**src/rtl/uart_tx_frame.sv**
```systemverilog
`default_nettype none
// ============================================================================
//  Module   : uart_tx_frame
//  Purpose  : UART transmit controller owning the complete frame: start bit,
//             LSB-first data, optional even/odd parity and one or two stop
//             bits. Every bit is paced by an external one-cycle baud strobe.
//  Revision : 1.0 - initial release
// ----------------------------------------------------------------------------
//  Parameters
//    DATA_W      data bits per frame (5..9)
//    STOP_BITS   stop bits per frame (1 or 2)
//  Ports
//    CLK         system clock, rising edge
//    RST         asynchronous reset, active low
//    BAUD_TICK   one-cycle strobe; one transmitted bit per tick period
//    P_DATA      parallel data word
//    Data_Valid  host offers P_DATA
//    PAR_EN      include a parity bit
//    PAR_TYP     parity type: 0 = even, 1 = odd
//    Data_Ready  a word can be accepted this cycle
//    TX_OUT      serial line, idles high
//    busy        a frame is pending or being transmitted
//    frame_done  one-cycle pulse after the last stop bit
//  Build option
//    UART_TX_HOLD_BUF_EN  adds a one-entry holding buffer so frames can be
//                         chained back-to-back without an idle bit.
// ============================================================================
module uart_tx_frame #(
    parameter int DATA_W    = 8,
    parameter int STOP_BITS = 1
) (
    input  logic              CLK,
    input  logic              RST,
    input  logic              BAUD_TICK,
    input  logic [DATA_W-1:0] P_DATA,
    input  logic              Data_Valid,
    input  logic              PAR_EN,
    input  logic              PAR_TYP,
    output logic              Data_Ready,
    output logic              TX_OUT,
    output logic              busy,
    output logic              frame_done
);

    localparam int               CNT_W       = (DATA_W > 1) ? $clog2(DATA_W) : 1;
    localparam logic [CNT_W-1:0] C_LAST_BIT  = CNT_W'(DATA_W - 1);
    localparam logic             C_LAST_STOP = 1'(STOP_BITS - 1);

    typedef enum logic [2:0] {
        S_IDLE   = 3'd0,
        S_START  = 3'd1,
        S_DATA   = 3'd2,
        S_PARITY = 3'd3,
        S_STOP   = 3'd4
    } state_t;

    state_t             state_q, state_d;
    logic [DATA_W-1:0]  shift_q, shift_d;
    logic [CNT_W-1:0]   bit_cnt_q, bit_cnt_d;
    logic               stop_cnt_q, stop_cnt_d;
    logic               par_en_q, par_en_d;
    logic               par_bit_q, par_bit_d;
    logic               frame_done_q, frame_done_d;

    logic               w_accept;
    logic               w_pending;
    logic               w_busy;
    logic               w_launch;
    logic               w_new_par;
    logic               w_tx;

`ifdef UART_TX_HOLD_BUF_EN
    logic [DATA_W-1:0]  buf_q, buf_d;
    logic               buf_par_en_q, buf_par_en_d;
    logic               buf_par_q, buf_par_d;
    logic               buf_full_q, buf_full_d;

    assign w_pending  = buf_full_q;
    assign Data_Ready = ~buf_full_q;
`else
    logic               pend_q, pend_d;

    assign w_pending  = pend_q;
    assign Data_Ready = ~w_busy;
`endif

    assign w_busy    = (state_q != S_IDLE) || w_pending;
    assign w_accept  = Data_Valid && Data_Ready;
    // Parity is fixed at acceptance so later input changes cannot alter it.
    assign w_new_par = (^P_DATA) ^ PAR_TYP;

    // ------------------------------------------------------------------------
    // Next-state and datapath
    // ------------------------------------------------------------------------
    always_comb begin
        state_d      = state_q;
        shift_d      = shift_q;
        bit_cnt_d    = bit_cnt_q;
        stop_cnt_d   = stop_cnt_q;
        par_en_d     = par_en_q;
        par_bit_d    = par_bit_q;
        frame_done_d = 1'b0;
        w_launch     = 1'b0;
`ifdef UART_TX_HOLD_BUF_EN
        buf_d        = buf_q;
        buf_par_en_d = buf_par_en_q;
        buf_par_d    = buf_par_q;
        buf_full_d   = buf_full_q;
`else
        pend_d       = pend_q;
`endif

        if (BAUD_TICK) begin
            case (state_q)
                S_IDLE: begin
                    if (w_pending) begin
                        state_d  = S_START;
                        w_launch = 1'b1;
                    end
                end
                S_START: begin
                    state_d   = S_DATA;
                    bit_cnt_d = '0;
                end
                S_DATA: begin
                    shift_d   = shift_q >> 1;
                    bit_cnt_d = bit_cnt_q + CNT_W'(1);
                    if (bit_cnt_q == C_LAST_BIT) begin
                        state_d    = par_en_q ? S_PARITY : S_STOP;
                        stop_cnt_d = 1'b0;
                    end
                end
                S_PARITY: begin
                    state_d    = S_STOP;
                    stop_cnt_d = 1'b0;
                end
                S_STOP: begin
                    if (stop_cnt_q == C_LAST_STOP) begin
                        frame_done_d = 1'b1;
                        // A word accepted on this very edge also chains; it
                        // can only happen when the holding buffer exists.
                        if (w_pending || w_accept) begin
                            state_d  = S_START;
                            w_launch = 1'b1;
                        end else begin
                            state_d = S_IDLE;
                        end
                    end else begin
                        stop_cnt_d = stop_cnt_q + 1'b1;
                    end
                end
                default: state_d = S_IDLE;
            endcase
        end

`ifdef UART_TX_HOLD_BUF_EN
        if (w_launch) begin
            if (buf_full_q) begin
                shift_d    = buf_q;
                par_en_d   = buf_par_en_q;
                par_bit_d  = buf_par_q;
                buf_full_d = 1'b0;
            end else begin
                // Buffer empty: the word arriving on the final stop tick goes
                // straight into the shift register.
                shift_d   = P_DATA;
                par_en_d  = PAR_EN;
                par_bit_d = w_new_par;
            end
        end
        if (w_accept && !w_launch) begin
            buf_d        = P_DATA;
            buf_par_en_d = PAR_EN;
            buf_par_d    = w_new_par;
            buf_full_d   = 1'b1;
        end
`else
        // Without a buffer the word waits in the shift register while idle.
        if (w_launch) begin
            pend_d = 1'b0;
        end
        if (w_accept) begin
            shift_d   = P_DATA;
            par_en_d  = PAR_EN;
            par_bit_d = w_new_par;
            pend_d    = 1'b1;
        end
`endif
    end

    // ------------------------------------------------------------------------
    // State registers
    // ------------------------------------------------------------------------
    always_ff @(posedge CLK or negedge RST) begin
        if (!RST) begin
            state_q      <= S_IDLE;
            shift_q      <= '0;
            bit_cnt_q    <= '0;
            stop_cnt_q   <= 1'b0;
            par_en_q     <= 1'b0;
            par_bit_q    <= 1'b0;
            frame_done_q <= 1'b0;
`ifdef UART_TX_HOLD_BUF_EN
            buf_q        <= '0;
            buf_par_en_q <= 1'b0;
            buf_par_q    <= 1'b0;
            buf_full_q   <= 1'b0;
`else
            pend_q       <= 1'b0;
`endif
        end else begin
            state_q      <= state_d;
            shift_q      <= shift_d;
            bit_cnt_q    <= bit_cnt_d;
            stop_cnt_q   <= stop_cnt_d;
            par_en_q     <= par_en_d;
            par_bit_q    <= par_bit_d;
            frame_done_q <= frame_done_d;
`ifdef UART_TX_HOLD_BUF_EN
            buf_q        <= buf_d;
            buf_par_en_q <= buf_par_en_d;
            buf_par_q    <= buf_par_d;
            buf_full_q   <= buf_full_d;
`else
            pend_q       <= pend_d;
`endif
        end
    end

    // ------------------------------------------------------------------------
    // Line decode: depends on registered state only, so reset forces the
    // line high immediately.
    // ------------------------------------------------------------------------
    always_comb begin
        w_tx = 1'b1;
        case (state_q)
            S_START:  w_tx = 1'b0;
            S_DATA:   w_tx = shift_q[0];
            S_PARITY: w_tx = par_bit_q;
            default:  w_tx = 1'b1;
        endcase
    end

    assign TX_OUT     = w_tx;
    assign busy       = w_busy;
    assign frame_done = frame_done_q;

endmodule
`default_nettype wire

```
**config.mk**
```make
export PLATFORM = sky130hd
export DESIGN_NAME = uart_tx_frame
export DESIGN_NICKNAME = d
export VERILOG_FILES = /design/src/rtl/uart_tx_frame.sv
export SDC_FILE = /design/constraint.sdc
export NUM_CORES = 1
export LEC_CHECK = 0
export BUFFER_PORTS_ARGS = -buffer_cell sky130_fd_sc_hd__buf_2
export CAP_MARGIN = 20
export CORE_MARGIN = 2
export CORE_UTILIZATION = 39
export CTS_CLUSTER_SIZE = 40
export DETAILED_ROUTE_END_ITERATION = 6
export PLACE_DENSITY = 0.58
export SYNTH_ARGS = -nofsm -noshare
export SYNTH_HDL_FRONTEND = slang
export SYNTH_SLANG_ARGS = --single-unit
```
**constraint.sdc**
```tcl
create_clock -name CLK -period 2.6 [get_ports CLK]
set_input_delay 0.26 -clock CLK [delete_from_list [all_inputs] [get_ports CLK]]
set_output_delay 0.26 -clock CLK [all_outputs]
set_load 0.05 [all_outputs]
```
=== Yosys cells after proc, flatten, opt, wreduce, memory -nomap -nowiden ===
Index checks and enable logic that the tools add are counted.

* Add/sub/neg operators: 2
* Equal/unequal tests: 8
* Multiplexer cells: 24
* Bitwise gates (word level): 2
* Reductions and logical operators: 15

{| class="wikitable"
|+ Operators with widths
! cell !! number
|-
| $mux W8 || 3
|-
| $pmux W3 S5 || 1
|-
| $mux W1 || 12
|-
| $mux W3 || 4
|-
| $reduce_bool A2 Y1 || 4
|-
| $reduce_xor A8 Y1 || 1
|-
| $eq A3 B2 Y1 const B || 2
|-
| $eq A3 B3 Y1 const B || 2
|-
| $ne A2 B2 Y1 const B || 3
|-
| $pmux W1 S3 || 2
|-
| $pmux W3 S2 || 1
|-
| $reduce_bool A3 Y1 || 2
|-
| $reduce_and A2 Y1 || 2
|-
| $reduce_and A4 Y1 || 1
|-
| $add A3 B1 Y3 const B || 1
|-
| $eq A3 B1 Y1 const B || 1
|-
| $logic_not A3 Y1 || 1
|-
| $reduce_and A3 Y1 || 1
|-
| $logic_or A1 B1 Y1 || 2
|-
| $pmux W1 S2 || 1
|-
| $add A1 B1 Y1 const B || 1
|-
| $logic_and A1 B1 Y1 || 1
|-
| $not A1 Y1 || 1
|-
| $xor A1 B1 Y1 || 1
|}

* Flip-flop bits (word level): 19
* Bits of input ports: 14
* Output and inout port bits: 4
* Logic and storage cells: 59

=== Depth between registers and ports, before layout ===
Gate-level depths: netlist of the first run.

* Depth after elaboration: 11
* Depth in mapped cells: 6
* Depth with buffers taken out: 6

=== Worst setup path after synthesis of the first run ===
Ideal clock, no wire load.

* Path kind: register to output
* From: register state_q[2]
* To: output port busy
* Data arrival time: 2.894 ns
* Required time: 2.340 ns
* Slack: -0.554 ns
* Stages on the path, launching flop included: 4
* Path buffers: 1
* Path through: dfrtp_1 -> clkbuf_1 -> nor4_1 -> inv_1

* Cells in the longest elaborated chain, start to end: 2

{| class="wikitable"
|+ Ends and longest elaborated chain
! what !! line !! RTL
|-
| start: declaration || 57 || <nowiki>state_t state_q, state_d;</nowiki>
|-
| start signal: assignment || 212 || <nowiki>state_q <= state_d;</nowiki>
|-
| $reduce_bool A3 Y1 || 87 || <nowiki>assign w_busy = (state_q != S_IDLE) || w_pending;</nowiki>
|-
| $logic_or A1 B1 Y1 || 87 ||
|-
| end: declaration || 41 || <nowiki>output logic busy,</nowiki>
|}

No other way between the ends.

=== Worst setup path in the final report of the first run ===
* From: register state_q[0]
* To: output port TX_OUT

* Cells in the longest elaborated chain, start to end: 2
* Elaborated cells between the ends (all ways): 4
* Those cells by class: 3 x eq/ne; 1 x mux

{| class="wikitable"
|+ Ends and longest elaborated chain
! what !! line !! RTL
|-
| $eq A3 B2 Y1 or $eq A3 B1 Y1 (tied branches) || 236 || <nowiki>case (state_q)</nowiki>
|-
| $pmux W1 S3 * || 236 ||
|-
| end: declaration || 40 || <nowiki>output logic TX_OUT,</nowiki>
|}

Mark *: on every way between the ends. The rest lies on a longest branch, timed or not.

==> results.md, run 1 <==
* Result of the run: finished, final reports clean
* Max capacitance violation total at 0
* Number of rows in the core area at 18
* Commonest non-fill, non-tap cell in the layout: dfrtp_1
* Antenna Nets Post-Route at 0
* Hold Fails Final Rpt at 0
* Smallest setup slack after layout at 601 ps
* Share of post-route cells with drive strength above 1 at 28.9%
* Commonest cells after routing, fill and taps aside: 18 x dfrtp_1, 17 x buf_2, 8 x nand2_1, 8 x mux2i_1
* Starting DRT DRC Count at 16
* Area after detailed placement at 1140 um^2
* Via count of the first global-routing pass at 743
* IO Pins at 18
* Area delta synth->final at 14.0%
* Initial antenna violation count at 0
* Maximum number of pins on one net before global-route repair at 19
* CP startpoint kind: register
* Vertical die dimension at 55.8 um
* Detailed placement HPWL at 1.37 mm
* Maximum clock rate at 500 MHz
* Power density over the cells at 1150 nW/um^2
* Routability Congestion at 0.791
* Clock latency of the later-clocked register in the worst-skew pair at 290 ps
* Highest ir drop seen on vdd at 0.731 mV
* Width of the die at 55.8 um
* Post-layout net count at 138
* Final cell area excluding filler cells at 1190 um^2
* Antenna cells at 0
* Total global routing track utilization at 13.6%
* Clk sink count at 18
* Synth warn at 0
* Flip-flop and latch count after synthesis at 18
* WL per Instance at 12.7 um
* Syn Std Cell Area at 1040 um^2
* Clock transition at the register clock pins on the worst setup and hold paths after CTS at 110 ps
* Overflow after GRT at 0
* Number of buffers on the longest clock path at 2
* Sum of routed wire length over all layers at 1.92 mm
* Remaining design rule violation count at 0
* Clock network power share at 12.6%
* Die Area at 3110 um^2
* Number of buffers created by CTS at 3
* Net switching power of the design at 0.000613 W
* Worst Max-Slew Pin Slew at 453 ps
* Count of endpoints failing setup in the final report at 0
* Part of the total power dissipated in combinational logic at 49.8%
* Total number of H-tree levels at 1
* Portion of the post-synthesis area used by sequential elements at 43.1%
* Count of buffers from port buffering at 17
* Post-place setup slack at 863 ps
* Number of instances in the synthesized netlist at 104
* Tot Pwr at 0.00137 W
* Path category of the worst min-delay check: input pin to register
* TritonCTS clock tree: done
* Initial cell density of the core at 41.8%
* Final TNS setup at 0 ps
* Core area at 2500 um^2
* RSZ-0062 raised after global routing: no
* Net switching share of the total power at 44.7%
* Clock skew after layout at 6.79 ps
* Critical setup path kind: register to primary output
* Flop pwr share at 37.6%
* Static leakage power at 0.568 nW
* Cell at the root of the clock tree: clkbuf_4
* Peak fanout along the critical path at 13
* Mean Syn Cell Area at 10.0 um^2
* Worst slew slack as a fraction of its limit at 69.7%
* Pins Over Slew Limit at 0
* Filler Cells Inserted at 229
* Data required time at the worst endpoint at 2340 ps
* Final clock period utilization by the worst path at 76.9%
* First-pass GRT wire length at 3.37 mm
* Total internal power at 0.000758 W
* Top cells by area, synth: dfrtp_1 43%, mux2i_1 7.7%, xnor2_1 3.4%, o21ai_0 2.9%, nand2_1 2.9%
* Count of TritonRoute iterations in the first routing pass at 4
* Post-DR vias/cell at 5.18
* Distinct cell type count of the synthesized netlist at 36
* Area share of the largest cell type after synthesis at 43.1%
* Critical path capture point type: primary output
* Cell type with the highest aggregate area in the netlist: dfrtp_1
* Arrival time of data at the critical path endpoint at 1740 ps
* Post-CTS setup buffer count at 0
* Minimum clock period after layout at 2000 ps
* Vias post-DR at 782
* Synthesized net count at 120
[synth_stat cells, drive strengths merged]
library cell / instances
nor3: 1
o22ai: 2
o221ai: 1
o41a: 1
clkbuf: 2
inv: 7
o21ai: 6
a31oi: 1
nor2: 10
nor2b: 2
o32ai: 1
dfrtp: 18
buf: 4
a22oi: 2
a21boi: 1
or3b: 2
or2: 1
nor3b: 1
ha: 2
xnor2: 4
nor4: 1
mux2i: 8
xor2: 2
a211oi: 1
nand2: 8
a21oi: 8
nand4: 2
o211ai: 1
and3: 1
xnor3: 1
mux2: 2
[stage by stage]
stage / hold WS (ps) / util, % / instances
2_1_floorplan: -35.6 / - / 104
3_5_place_dp: 218 / 45.8 / 146
3_3_place_gp: 216 / 45.8 / 146
4_1_cts: 195 / 47.6 / 151
5_1_grt: 201 / 47.6 / 151
6_report: 201 / 47.6 / 151
[power by group through the flow]
stage	Clock [W]	Sequential, W	Combinational, W
after CTS	0.000182	0.000514	0.000688
after floorplan	0	0.000471	0.000615
after global placement	0	0.000517	0.000677
after detailed placement	0	0.000521	0.000684
after global routing	0.000192	0.000536	0.000752
final	0.000173	0.000516	0.000683
[repair_timing]
| item | 4_1_cts | 5_1_grt |
|---|---|---|
| hold buffers | 1 | 0 |
| resized for setup | 0 | 0 |
| hold endpoints to repair | 18 | 0 |
[metal layers]
layer | part of all wire (%) | vias to the layer above | global-route usage, %
li1 | - | 397 | -
met1 | 48 | 367 | 18.0
met2 | 46 | 16 | 21.1
met3 | 4.6 | 2 | 2.56
met4 | 0.94 | 0 | 7.32
met5 | 0 | - | 0
[final cells by class]
class | instances | area [um^2] | share of cell area (%)
Clock buffer | 4 | 36.3 | 3.05
Multi-Input combinational cell | 73 | 538 | 45.2
Timing Repair Buffer | 19 | 103 | 8.61
Inverter | 7 | 26.3 | 2.21
Tap cell | 30 | 37.5 | 3.15
Sequential cell | 18 | 450 | 37.8
[critical path, cell delays in order, from the launching register on]
cell     delay (ps)
dfrtp_1         580
inv_1           150
a21oi_1         140
a31oi_1          50
or2_2           300
buf_2           210
[flip-flops by register name (all words and copies together) (netlist names)]
signal      count
pend_q          1
bit_cnt_q       3
frame_done      1
par_en_q        1
shift_q         8
state_q         3
par_bit_q       1
[final timing paths]
check / startpoint / depth (start not counted) / slack (ps) / endpoint
max: state_q[0] / 5 / 600 / TX_OUT
min: PAR_EN / 2 / 200 / par_en_q
max reg2reg: state_q[1] / 4 / 830 / shift_q[7]
min reg2reg: par_bit_q / 2 / 510 / par_bit_q
max in group asynchronous: RST / 2 / 1890 / shift_q[4]
min in group asynchronous: RST / 2 / 410 / frame_done
[kinds of logic after synthesis]
kind of cell	Yosys count	share of synthesized area, %
XOR/XNOR	7	7.19
flip-flops	18	43.1
adder cells (fa/ha/maj)	2	2.39
buffers and inverters	13	5.99
multiplexers	10	9.82
AO/OA/AOI/OAI	25	17.0
AND/OR/NAND/NOR	29	14.5
(Power assumes the default switching activity.)
==> inputs of run 2 (changes only) <==
Settings changed: PLACE_DENSITY 0.58 to 0.6.
Clock period 2.6 ns to 1.75 ns, I/O delays scaled along.
==> run 2 against run 1 <==
  * Worst setup slack lost 510 ps
  * Sequential cell count unchanged
  * Via count grew 5.8%
  * Wire length rose by 9.5%
  * Hold slack lost 80 ps
  * Global-route usage up 0.66 points
  * Count of clock-buffer cells in the layout decreased by 1
  * Power grew 58%
  * Final area is 6.8% higher
  * Largest power group unchanged
  * Highest routed layer unchanged
  * Register-to-register slack worse by 630 ps
  * Combinational power increased by 86%
  * Critical path depth unchanged
==> results.md, run 2 (synthesized netlist as in run 1, its figures left out) <==
* Post-place setup slack at 209 ps (-654 ps)
* CP startpoint kind: register
* Antenna cells at 0 (unchanged)
* Tot Pwr at 0.00217 W (+58%)
* Part of the total power dissipated in combinational logic at 58.4% (+8.6 points)
* Clock network power share at 9.1% (-3.5 points)
* Clk sink count at 18 (unchanged)
* Clock latency of the later-clocked register in the worst-skew pair at 280 ps (about the same)
* Cells on worst reg2reg path at 4 (unchanged)
* Routability Congestion at 0.769 (-2.8%)
* Clock transition at the register clock pins on the worst setup and hold paths after CTS at 90 ps (-20 ps)
* Detailed placement HPWL at 1.63 mm (+19%)
* Net switching power of the design at 0.000953 W (+55%)
* Core area at 2500 um^2 (unchanged)
* Worst Max-Slew Pin Slew at 402 ps (-51.9 ps)
* Clock skew after layout at 0.793 ps (-6.00 ps)
* Static leakage power at 0.616 nW (+8.4%)
* Area delta synth->final at 21.8%
* Register with the most flip-flops: shift_q
* Minimum clock period after layout at 1660 ps
* Final clock period utilization by the worst path at 95.0%
* Smallest setup slack after layout at 88.1 ps (-513 ps)
* Final TNS setup at 0 ps (unchanged)
* Commonest non-fill, non-tap cell in the layout: dfrtp_1
* Starting DRT DRC Count at 4 (-12)
* TritonCTS clock tree: done
* Maximum number of pins on one net before global-route repair at 19 (unchanged)
* Path category of the worst min-delay check: input pin to register
* Post-Place Cells at 152 (+4.1%)
* Peak fanout along the critical path at 7 (-6)
* Vias post-DR at 827 (+5.8%)
* Number of rows in the core area at 18 (unchanged)
* Result of the run: finished, final reports clean
* RSZ-0062 raised after global routing: no
* Share of post-route cells with drive strength above 1 at 35.4% (+6.5 points)
* Maximum clock rate at 602 MHz
* Initial antenna violation count at 0 (unchanged)
* Power density over the cells at 1710 nW/um^2 (+48%)
* First-pass GRT wire length at 3.50 mm (+3.9%)
* Post-Layout Cell Count at 160 (+6.0%)
* Max capacitance violation total at 0 (unchanged)
* Most Frequent Cell on Critical Path: buf_6
* Sum of routed wire length over all layers at 2.10 mm (+9.5%)
* Largest registers ranked by flip-flop count: shift_q (8), bit_cnt_q (3), state_q (3)
* Worst stage delay on the critical path at 440 ps (-140 ps)
* Vertical die dimension at 55.8 um (unchanged)
* Sequence of cells on the critical path: buf_6 -> a21oi_1 -> a31oi_1 -> or2_2 -> buf_6
* Critical setup path kind: register to primary output
* Total internal power at 0.00122 W (+61%)
* Max FFs per register at 8 (unchanged)
* Width of the die at 55.8 um (unchanged)
* Count of TritonRoute iterations in the first routing pass at 2 (-2)
* Commonest cells after routing, fill and taps aside: 17 x dfrtp_1, 16 x buf_2, 10 x buf_4, 8 x nand2_1, 8 x mux2i_1
* Net switching share of the total power at 43.9% (-0.83 points)
* Number of buffers on the longest clock path at 2 (unchanged)
* Total global routing track utilization at 14.3% (+0.66 points)
* Flop pwr share at 32.5% (-5.1 points)
* Post-DR vias/cell at 5.17 (-0.19%)
* Arrival time of data at the critical path endpoint at 1490 ps (-250 ps)
* Critical path capture point type: primary output
* Slowest-stage cell, CP: dfrtp_1
* Total number of H-tree levels at 1 (unchanged)
* Remaining design rule violation count at 0 (unchanged)
* Count of buffers from port buffering at 17 (unchanged)
* Worst slew slack as a fraction of its limit at 73.2% (+3.5 points)
* Pins Over Slew Limit at 0 (unchanged)
* WL per Instance at 13.1 um (+3.3%)
* Die Area at 3110 um^2 (unchanged)
* Highest ir drop seen on vdd at 1.09 mV (+49%)
* Initial cell density of the core at 41.8% (unchanged)
* Final design utilization at 50.9% (+3.3 points)
* Number of buffers created by CTS at 3 (unchanged)
* Hold Fails Final Rpt at 0 (unchanged)
* Cell at the root of the clock tree: clkbuf_4
* Count of endpoints failing setup in the final report at 0 (unchanged)
* Post-layout net count at 148 (+7.2%)
* Min-Delay Path Depth at 2 (unchanged)
* Data required time at the worst endpoint at 1570 ps (-770 ps)
* Via count of the first global-routing pass at 797 (+7.3%)
* Overflow after GRT at 0 (unchanged)
* Antenna Nets Post-Route at 0 (unchanged)
* IO Pins at 18 (unchanged)
## run 2: per-layer routing
layer	track usage [%]	vias up	wire length, um
met5	0	-	0
met4	6.97	0	12
met1	18.7	392	1010
li1	-	419	-
met2	23.0	14	1010
met3	2.33	2	72
## run 2: per-stage QoR
step | hold WS, ps | cell area, um^2
3_5_place_dp | 131 | 1200
4_1_cts | 104 | 1230
3_3_place_gp | 134 | 1200
2_1_floorplan | -121 | 1060
5_1_grt | 99.6 | 1270
6_report | 121 | 1270
## run 2: path summary, 6_finish.rpt
check	start	end	slack, ps
max	state_q[1]	TX_OUT	90
min	PAR_EN	par_en_q	120
max reg2reg	bit_cnt_q[0]	state_q[2]	200
min reg2reg	par_bit_q	par_bit_q	520
max in group asynchronous	RST	state_q[0]	1100
min in group asynchronous	RST	frame_done	340
## run 2: critical path, delay by kind of cell, from the launching register on
family | cells | cell delay, ps
compound gates | 2 | 170
buf+inv | 2 | 320
flops | 1 | 440
simple gates | 1 | 280
## run 2: what timing repair did
action,in CTS,in global routing
hold buffers,1,0
hold endpoints to repair,18,0
endpoints found under the setup margin,1,1
setup buffers,0,4
cloned,0,0
gates resized for setup,2,2
## run 2: area by class of cell
class                      count  area [um^2]
tap                           30         37.5
clock buffer                   3         22.5
multi-input combinational     73          547
inverter                       7         26.3
fill                         245         1230
sequential                    18          452
timing repair buffer          29          188
## run 2: power by group through the flow
stage / clock network [W] / registers, W / logic, W
2_1_floorplan: 0 / 0.000703 / 0.000939
3_3_place_gp: 0 / 0.000720 / 0.00117
3_5_place_dp: 0 / 0.000726 / 0.00120
4_1_cts: 0.000211 / 0.000720 / 0.00121
5_1_grt: 0.000226 / 0.000726 / 0.00138
6_report: 0.000197 / 0.000706 / 0.00127
